`config.mk`:
```
export PLATFORM = sky130hd
export DESIGN_NAME = mem_arbiter
export DESIGN_NICKNAME = d
export VERILOG_FILES = /design/src/rtl/mem_arb_pkg.sv /design/src/rtl/mem_arb_timer.sv /design/src/rtl/mem_arbiter.sv
export SDC_FILE = /design/constraint.sdc
export NUM_CORES = 1
export LEC_CHECK = 0
export ABC_CLOCK_PERIOD_IN_PS = 1400
export BUFFER_PORTS_ARGS = -buffer_cell sky130_fd_sc_hd__buf_2
export CORE_ASPECT_RATIO = 0.75
export CORE_MARGIN = 2
export CORE_UTILIZATION = 35
export DETAILED_ROUTE_END_ITERATION = 10
export PLACE_DENSITY_LB_ADDON = 0.05
export RECOVER_POWER = 50
export REMOVE_ABC_BUFFERS = 1
export SETUP_SLACK_MARGIN = 0.5
export SLEW_MARGIN = 20
export SYNTH_ARGS = -nofsm -noshare
export SYNTH_HDL_FRONTEND = slang
export SYNTH_SLANG_ARGS = --single-unit
```
`constraint.sdc`:
```
create_clock -name clk -period 1.4 [get_ports clk]
set_input_delay 0.07 -clock clk [delete_from_list [all_inputs] [get_ports clk]]
set_output_delay 0.07 -clock clk [all_outputs]
set_load 0.02 [all_outputs]
```
`src/rtl/mem_arb_pkg.sv`:
```
// Shared types and constants for the core-to-memory arbiter.
package mem_arb_pkg;

  typedef enum logic [1:0] {
    FETCH  = 2'b00,
    DATA   = 2'b01,
    COMMIT = 2'b10,
    ERROR  = 2'b11
  } arb_state_e;

  localparam logic [31:0] NOP_INSTR       = 32'h0000_0013;
  localparam logic [7:0]  TIMEOUT_DEFAULT = 8'd255;

endpackage

```
`src/rtl/mem_arb_timer.sv`:
```
// Wait-cycle counter for the arbiter: counts cycles spent with an unanswered
// memory request and flags the cycle in which the limit is reached.
// Only instantiated when MEM_ARB_TIMEOUT_EN is defined.
module mem_arb_timer #(
  parameter logic [7:0] LIMIT = 8'd255
) (
  input  logic clk,
  input  logic rst,
  input  logic inc,
  input  logic clr,
  output logic expired
);

  logic [7:0] cnt_q, cnt_d;

  // Clear wins over increment so an ack or state change always restarts the count.
  always_comb begin
    cnt_d = cnt_q;
    if (clr)      cnt_d = 8'd0;
    else if (inc) cnt_d = cnt_q + 8'd1;
  end

  // The edge that would make the count equal LIMIT is the expiring edge.
  assign expired = inc & (cnt_q == (LIMIT - 8'd1));

  // Wait counter register.
  always_ff @(posedge clk or negedge rst) begin
    if (!rst) cnt_q <= 8'd0;
    else      cnt_q <= cnt_d;
  end

endmodule

```
`src/rtl/mem_arbiter.sv`:
```
// Single-port memory arbiter for a multi-cycle core: fetch, optional data
// access, one-cycle commit. Optional timeout/ERROR state under the macro
// MEM_ARB_TIMEOUT_EN (default build: no counter, err tied low).
module mem_arbiter
  import mem_arb_pkg::*;
#(
  parameter logic [7:0] TIMEOUT_CYCLES = TIMEOUT_DEFAULT
) (
  input  logic        clk,
  input  logic        rst,
  input  logic [31:0] pc,
  output logic [31:0] instr,
  input  logic [31:0] alu_result,
  input  logic [31:0] write_data,
  input  logic        mem_write,
  input  logic        mem_read,
  output logic [31:0] read_data,
  output logic        stall,
  output logic        mem_req,
  output logic        mem_we,
  output logic [31:0] mem_addr,
  output logic [31:0] mem_wdata,
  input  logic [31:0] mem_rdata,
  input  logic        mem_ack,
  output logic        err
);

  arb_state_e  state_q, state_d;
  logic [31:0] instr_q, instr_d;
  logic [31:0] rdata_q, rdata_d;
  logic        req_c, we_c;
  logic [31:0] addr_c, wdata_c;
  logic        timeout_hit;

`ifdef MEM_ARB_TIMEOUT_EN
  logic wait_clr;
  assign wait_clr = mem_ack | (state_d != state_q);

  mem_arb_timer #(.LIMIT(TIMEOUT_CYCLES)) u_timer (
    .clk     (clk),
    .rst     (rst),
    .inc     (mem_req & ~mem_ack),
    .clr     (wait_clr),
    .expired (timeout_hit)
  );
`else
  logic unused_timeout;
  assign unused_timeout = ^TIMEOUT_CYCLES;
  assign timeout_hit    = 1'b0;
`endif

  // Next-state, capture and bus decode; bus fields are zero whenever no request.
  always_comb begin
    state_d = state_q;
    instr_d = instr_q;
    rdata_d = rdata_q;
    req_c   = 1'b0;
    we_c    = 1'b0;
    addr_c  = 32'd0;
    wdata_c = 32'd0;
    case (state_q)
      FETCH: begin
        req_c  = 1'b1;
        addr_c = pc;
        if (mem_ack) begin
          instr_d = mem_rdata;
          state_d = DATA;
        end
      end
      DATA: begin
        if (mem_read | mem_write) begin
          req_c   = 1'b1;
          we_c    = mem_write;
          addr_c  = alu_result;
          wdata_c = write_data;
          if (mem_ack) begin
            if (mem_read) rdata_d = mem_rdata;
            state_d = COMMIT;
          end
        end else begin
          state_d = COMMIT;
        end
      end
      COMMIT: state_d = FETCH;
`ifdef MEM_ARB_TIMEOUT_EN
      ERROR:  state_d = ERROR;
`else
      default: state_d = FETCH;
`endif
    endcase
    // timeout_hit implies no ack this cycle, so no capture is overridden.
    if (timeout_hit) state_d = ERROR;
  end

  // Core sees the bus only once out of reset; the core inputs are held by stall.
  assign mem_req   = rst & req_c;
  assign mem_we    = rst & we_c;
  assign mem_addr  = rst ? addr_c  : 32'd0;
  assign mem_wdata = rst ? wdata_c : 32'd0;

  assign stall     = (state_q != COMMIT);
  assign instr     = instr_q;
  assign read_data = rdata_q;
`ifdef MEM_ARB_TIMEOUT_EN
  assign err       = (state_q == ERROR);
`else
  assign err       = 1'b0;
`endif

  // FSM state and captured instruction/load data.
  always_ff @(posedge clk or negedge rst) begin
    if (!rst) begin
      state_q <= FETCH;
      instr_q <= NOP_INSTR;
      rdata_q <= 32'd0;
    end else begin
      state_q <= state_d;
      instr_q <= instr_d;
      rdata_q <= rdata_d;
    end
  end

endmodule

```
==> results of run 1 <==
## worst paths after layout
path                         startpoint            end  slack [ns]
min                        mem_rdata[0]       instr[0]       0.004
min reg2reg                read_data[9]   read_data[9]        0.54
max in group asynchronous           rst  read_data[14]        0.43
max reg2reg                  state_q[0]      instr[30]       -0.44
max                          state_q[0]   mem_addr[29]       -0.47
min in group asynchronous           rst     state_q[0]        0.20
## worst max-delay path, cell delays in order, from the launching register on
cell and delay, ns:
dfrtp_1 0.40, nor2b_4 0.14, and3b_2 0.23, buf_12 0.16
buf_12 0.14, a22o_1 0.26, buf_6 0.14
## synth_stat cells, types with 2 or more instances
cell	n
buf_4	8
buf_6	6
clkbuf_1	3
dfrtp_1	63
and2_1	32
nand2b_1	3
dfstp_2	3
a22o_1	32
nor3b_2	2
mux2_4	30
a21oi_1	2
mux2_2	34
## kinds of logic after synthesis
kind of cell           synth area share
and+or+nand+nor                  0.0937
muxes                             0.258
DFF                               0.512
AOI/OAI and AO/OA                0.0921
buffers and inverters            0.0430
other                           0.00116
## final cells by class
cell class / instances / share of cell area
antenna: 3 / 0.00104
multi-input combinational: 143 / 0.230
timing repair buffer: 370 / 0.477
clock buffer: 13 / 0.0374
sequential: 66 / 0.229
clock inverter: 2 / 0.00485
tap: 112 / 0.0194
## registers in the layout, indices dropped and copies added, names as in the netlist
name,count
instr,32
read_data,32
state_q,2
## metal layers
| layer | wire length, µm | vias to the layer above |
|---|---|---|
| met3 | 1010 | 37 |
| met4 | 496 | 0 |
| met5 | 0 | - |
| met1 | 5910 | 1722 |
| li1 | - | 1539 |
| met2 | 7730 | 182 |
## stage by stage
stage | setup WS (ns) | instance area [µm²] | hold WS, ns
after floorplan | -0.907 | 3090 | -0.226
after global placement | -0.0431 | 4740 | 0.132
after detailed placement | -0.0905 | 4740 | 0.139
after CTS | -0.403 | 6900 | -0.200
after global routing | -0.568 | 7220 | 0.00184
final | -0.472 | 7220 | 0.00429
## power groups by stage
stage               logic (mW)  clock network (mW)  registers [mW]
global route              8.12                2.41            3.60
finish                    7.78                2.28            3.51
CTS                       7.21                2.31            3.45
floorplan                 1.78                   0            4.31
detailed placement        4.60                   0            3.27
global placement          4.57                   0            3.26
## repair_timing
item	in CTS	in global routing
gates cloned	11	3
resized for setup	304	59
pin swaps	20	28
endpoints found under the setup margin	197	197
buffers inserted	41	10
endpoints found under the hold margin	115	63
==> out/results.tsv, run 1 <==
stage	metric	value	unit
synthesis	ys_seq_area_frac	0.512	
power_and_ir_drop	internal_power	8.97	mW
setup_path	worstSetupPathType	register to primary output	
synthesis	synth_edf_count	0	
placed_design	gp_congestion	0.851	
power_and_ir_drop	power_density	1880	nW/µm²
clock_tree	numCtsBuffers	9	
power_and_ir_drop	vdd_drop_max	1.38	mV
die	core_area	9010	µm²
final_layout	layout-drive-gt1-share	0.778	
setup_path	critPathArrivalTime	1.80	ns
setup_path	crit_required	1.33	ns
synthesis	syn_area	3230	µm²
timing	drv_slew	0	
flow_run	drv_cap	0	
placed_design	dpl.cell_count	598	
drt	drc	0	
power_and_ir_drop	total_power	13.6	mW
setup_path	cp-start-kind	register	
timing	worst_slack	-0.472	ns
setup_path	end_kind	primary output	
setup_path	worst-path-max-fanout	9	
status	outcome	finished, violations left	
drt	first_iter_violations	148	
timing	fin_crit_sh	1.34	
timing	fin_skew	0.00514	ns
global_route	busiest_layer	met2	
drt	vias	3480	
final_layout	areaGrowthSynthToFinish	123	%
final_layout	final_common_cell	buf_6	
global_route	grt_pass1_vias	3522	
clock_tree	root_buffer	clkbuf_16	
synthesis	ys_types	20	
drt	drtPass1Iterations	4	
die	die_w	115	µm
timing	worst_pin_slew	1.18	ns
timing	hold_viol	0	
timing	timing.final.crit_period	1.87	ns
synthesis	synth_area_leaders	dfrtp_1 49%, mux2_4 14%, mux2_2 12%	
synthesis	ys_ff_latch	66	
final_layout	final_cells	709	
placed_design	io_buffer_count	263	
power_and_ir_drop	power_leakage	3.75	nW
timing	setup_viol	130	
final_layout	fill_cells	519	
clock_tree	cts_tree	built	
global_route	grt_max_degree	48	
drt	routedWlPerCell	21.4	µm
clock_tree	cts_max_path_buffers	2	
final_layout	nNetsFinal	723	
final_layout	regArea	1660	µm²
timing	slew_headroom	0.215	
final_layout	layout_common_cells	141 x buf_6, 131 x buf_2, 62 x mux2_4, 62 x dfrtp_1, 40 x buf_4	
power_and_ir_drop	clkPwrFrac	0.168	
global_route	use_met3	0.0759	
status	violations	setup timing	
drt	drt-total-wl	15200	µm
die	initial_utilization	0.359	
clock_tree	cts.sinks	66	
timing	rsz0062_at_grt	yes	
power_and_ir_drop	p_sw	4.60	mW
synthesis	synthFlopType	dfrtp_1	
power_and_ir_drop	netSwitchingFraction	0.339	
final_layout	multi_input_area	1660	µm²
clock_tree	htree_num_levels	3	
power_and_ir_drop	p_comb_frac	0.573	
die	die_h	87.2	µm
synthesis	async_reset_ff_frac	1.00	
timing	clock.fmax	534	MHz
synthesis	synth_top_area_frac	0.488	
clock_tree	worstSkewPairLatency	0.32	ns
die	rows	30	
global_route	globalRouteMet1Util	0.343	
synthesis	synth_largest_area_cell	dfrtp_1	
min_path	worstHoldPathType	primary input to register	
timing	tns	-42.22	ns
final_layout	fin_util	0.801	
global_route	antenna_found_initial	3	
setup_path	rr_worst_depth	8	
synthesis	yosys_warnings	0	
min_path	holdPathStages	2	
synthesis	postSynthCellCount	226	
die	dieArea	10000	µm²
global_route	grt_first_pass_wirelength	20600	µm
drt	drtAntennaViolNets	0	
clock_tree	postCtsHoldBufs	28	
global_route	grtUsageTotal	0.278	
drt	viasPerCell	4.91	
global_route	met2_usage	0.467	
global_route	grt-ovfl-total	0	
placed_design	hpwl	8590	µm
clock_tree	path_clk_slew	0.05	ns
die	io_pins	265	
power_and_ir_drop	seqPwrFrac	0.258	
synthesis	avgSynthCellArea	14.3	µm²
Power figures use the tool's default switching activity.
==> inputs of run 2 (changes only) <==
--- a/config.mk
+++ b/config.mk
@@ -5,11 +5,12 @@
 export SDC_FILE = /design/constraint.sdc
 export NUM_CORES = 1
 export LEC_CHECK = 0
+export ABC_AREA = 1
 export ABC_CLOCK_PERIOD_IN_PS = 1400
 export BUFFER_PORTS_ARGS = -buffer_cell sky130_fd_sc_hd__buf_2
 export CORE_ASPECT_RATIO = 0.75
 export CORE_MARGIN = 2
-export CORE_UTILIZATION = 35
+export CORE_UTILIZATION = 36
 export DETAILED_ROUTE_END_ITERATION = 10
 export PLACE_DENSITY_LB_ADDON = 0.05
 export RECOVER_POWER = 50
==> out/results.tsv, run 2 <==
stage	metric	value	unit	change
clock_tree	cts_tree	built		
synthesis	yosysMostFrequentCell	nand2_1		
die	dieArea	10300	µm²	+2.4%
synthesis	synth_largest_area_cell	dfrtp_1		
power_and_ir_drop	internal_power	10.7	mW	+20%
global_route	busiest_layer	met2		
global_route	grt-ovfl-total	0		unchanged
setup_path	r2r_slack	-0.31	ns	+0.13 ns
global_route	globalRouteMet1Util	0.358		+0.0152
placed_design	pre_cts_slack	0.0589	ns	+0.149 ns
synthesis	synth_area_leaders	dfrtp_1 46%, nand2_1 11%, inv_1 7.6%		
drt	viasPerCell	5.05		+2.9%
global_route	grtUsageTotal	0.292		+0.0137
final_layout	fin_area	8130	µm²	+13%
timing	clock.fmax	563	MHz	+5.4%
power_and_ir_drop	netSwitchingFraction	0.408		+0.0692
flow_run	drv_cap	0		unchanged
final_layout	final_common_cell	buf_2		
drt	first_iter_violations	233		+57%
placed_design	hpwl	8380	µm	-2.5%
clock_tree	worstSkewPairLatency	0.33	ns	about the same
synthesis	async_reset_ff_frac	1.00		unchanged
global_route	antenna_found_initial	0		-3
final_layout	areaGrowthSynthToFinish	139	%	
power_and_ir_drop	seqPwrFrac	0.202		-0.056
min_path	worstHoldPathType	primary input to register		
clock_tree	root_buffer	clkbuf_16		
timing	slew_headroom	0.444		+0.229
timing	worst_slack	-0.375	ns	+0.0966 ns
timing	hold_viol	0		unchanged
setup_path	cp_cell_sequence	buf_6 > nor2_4 > buf_12 > buf_16 > nand2_1 > a21oi_1 > buf_4		
die	rows	30		unchanged
final_layout	layout-drive-gt1-share	0.685		-0.0932
synthesis	syn_area	3410	µm²	+5.4%
synthesis	ys_ff_latch	66		unchanged
setup_path	worstSetupPathType	register to primary output		
drt	drt-total-wl	19100	µm	+26%
setup_path	crit_required	1.33	ns	about the same
synthesis	ys_types	22		+10%
drt	vias	4780		+37%
synthesis	synthTopCellsByCount	100 x nand2_1, 69 x inv_1, 63 x dfrtp_1, 43 x o21ai_0, 33 x a21oi_1		
placed_design	dpl.cell_count	810		+35%
setup_path	critPathArrivalTime	1.70	ns	-0.10 ns
die	initial_utilization	0.374		+0.0148
synthesis	synthFlopType	dfrtp_1		
clock_tree	path_clk_slew	0.05	ns	about the same
final_layout	diodes	0		-3
setup_path	worst-path-max-fanout	16		+7
die	core_area	9120	µm²	+1.3%
setup_path	end_kind	primary output		
power_and_ir_drop	power_density	2230	nW/µm²	+19%
status	outcome	finished, violations left		
power_and_ir_drop	p_sw	7.41	mW	+61%
power_and_ir_drop	clkPwrFrac	0.126		-0.042
synthesis	synth_edf_count	0		unchanged
global_route	grt_max_degree	35		-27%
drt	drtPass1Iterations	5		+1
drt	drc	0		unchanged
power_and_ir_drop	vdd_drop_max	1.50	mV	+9.0%
drt	drtAntennaViolNets	0		unchanged
die	die_h	88.3	µm	+1.2%
final_layout	final_cells	946		+33%
clock_tree	cts_max_path_buffers	2		unchanged
clock_tree	cts.sinks	66		unchanged
final_layout	nNetsFinal	947		+31%
timing	fin_crit_sh	1.27		-0.0690
synthesis	synth_top_area_frac	0.463		-0.0251
global_route	use_met3	0.0890		+0.0132
timing	fin_skew	0.00580	ns	+0.000663 ns
timing	fin_hold_ws	0.0174	ns	+0.0131 ns
synthesis	avgSynthCellArea	7.81	µm²	-45%
timing	rsz0062_at_grt	yes		
timing	worst_pin_slew	0.834	ns	-0.343 ns
global_route	grt_pass1_vias	4348		+23%
timing	tns	-30.47	ns	+11.75 ns
global_route	met2_usage	0.513		+0.0453
drt	routedWlPerCell	20.1	µm	-5.8%
die	io_pins	265		unchanged
synthesis	postSynthCellCount	436		+93%
die	die_w	116	µm	+1.2%
power_and_ir_drop	power_leakage	4.22	nW	+12%
synthesis	ys_seq_area_frac	0.486		-0.0263
synthesis	yosys_warnings	0		unchanged
final_layout	layout_common_cells	131 x buf_2, 113 x buf_6, 94 x buf_4		
clock_tree	numCtsBuffers	9		unchanged
status	violations	setup timing		
setup_path	cp-start-kind	register		
timing	drv_slew	0		unchanged
timing	setup_viol	131		+0.77%
power_and_ir_drop	total_power	18.1	mW	+34%
setup_path	cp_slowest_cell	dfrtp_1		
timing	timing.final.crit_period	1.77	ns	-0.0966 ns
global_route	grt_first_pass_wirelength	22800	µm	+10%
final_layout	fin_util	0.891		+0.0900
clock_tree	htree_num_levels	3		unchanged
power_and_ir_drop	p_comb_frac	0.672		+0.099
placed_design	io_buffer_count	263		unchanged
placed_design	gp_congestion	0.747		-12%
setup_path	critPathMaxStageDelay	0.41	ns	about the same
placed_design	place_area	4860	µm²	+2.6%
run 2: cell count changes in the layout (fill, tap and decap cells not counted), moves of 29 or more:
cell,change
and2_4,-32
nand2_4,+29
buf_4,+54
mux2_4,-62
nand2_1,+51
a22o_1,-32
o21ai_2,+43
inv_1,+67
run 2: timing repair:
item	CTS	global route
hold buffers	11	0
setup endpoints to repair	197	197
gates resized for setup	374	110
cloned	22	4
hold endpoints to repair	76	0
pin swaps	5	9
setup buffers	55	29
run 2: layout make-up:
class	instances	area, µm²
flip-flops and latches	66	1660
multi-input cells	271	1960
inverters	71	272
fillers	400	991
repair buffers	395	3780
clock inverters	2	37.5
clock buffers	13	260
well taps	128	160
run 2: power groups by stage:
stage / combinational, mW / clock (mW) / sequential, mW
3_5_place_dp: 5.52 / 0 / 3.32
5_1_grt: 12.7 / 2.37 / 3.73
2_1_floorplan: 2.14 / 0 / 4.43
6_report: 12.2 / 2.28 / 3.66
3_3_place_gp: 5.45 / 0 / 3.30
4_1_cts: 10.0 / 2.26 / 3.52
run 2: cell families (layout without fill, tap and decap cells):
| family | count (synthesis) | after routing | synth area share |
|---|---|---|---|
| other cells | 1 | 1 | 0.00110 |
| simple gates | 171 | 172 | 0.235 |
| flops | 66 | 66 | 0.486 |
| buf+inv | 100 | 481 | 0.134 |
| compound gates | 98 | 98 | 0.144 |
run 2: critical path: cells and delay by family, from the launching register on:
kind | cells | cell delay [ns]
AND/OR/NAND/NOR | 2 | 0.20
AO/OA/AOI/OAI | 1 | 0.18
flip-flops | 1 | 0.41
buffers and inverters | 4 | 0.58
run 2: worst paths after layout:
kind	startpoint	to	cells after the start
worst max register to register	state_q[0]	instr[9]	9
min in group asynchronous	rst	state_q[0]	3
max in group asynchronous	rst	state_q[1]	3
worst min-delay path	mem_rdata[14]	read_data[14]	3
worst min register to register	instr[2]	instr[2]	2
worst max-delay path	state_q[0]	mem_addr[13]	7
run 2: layer usage:
layer	share of wire	routed length [µm]
met1	0.38	7320
met2	0.52	9830
met3	0.078	1490
met4	0.022	410
met5	0	0
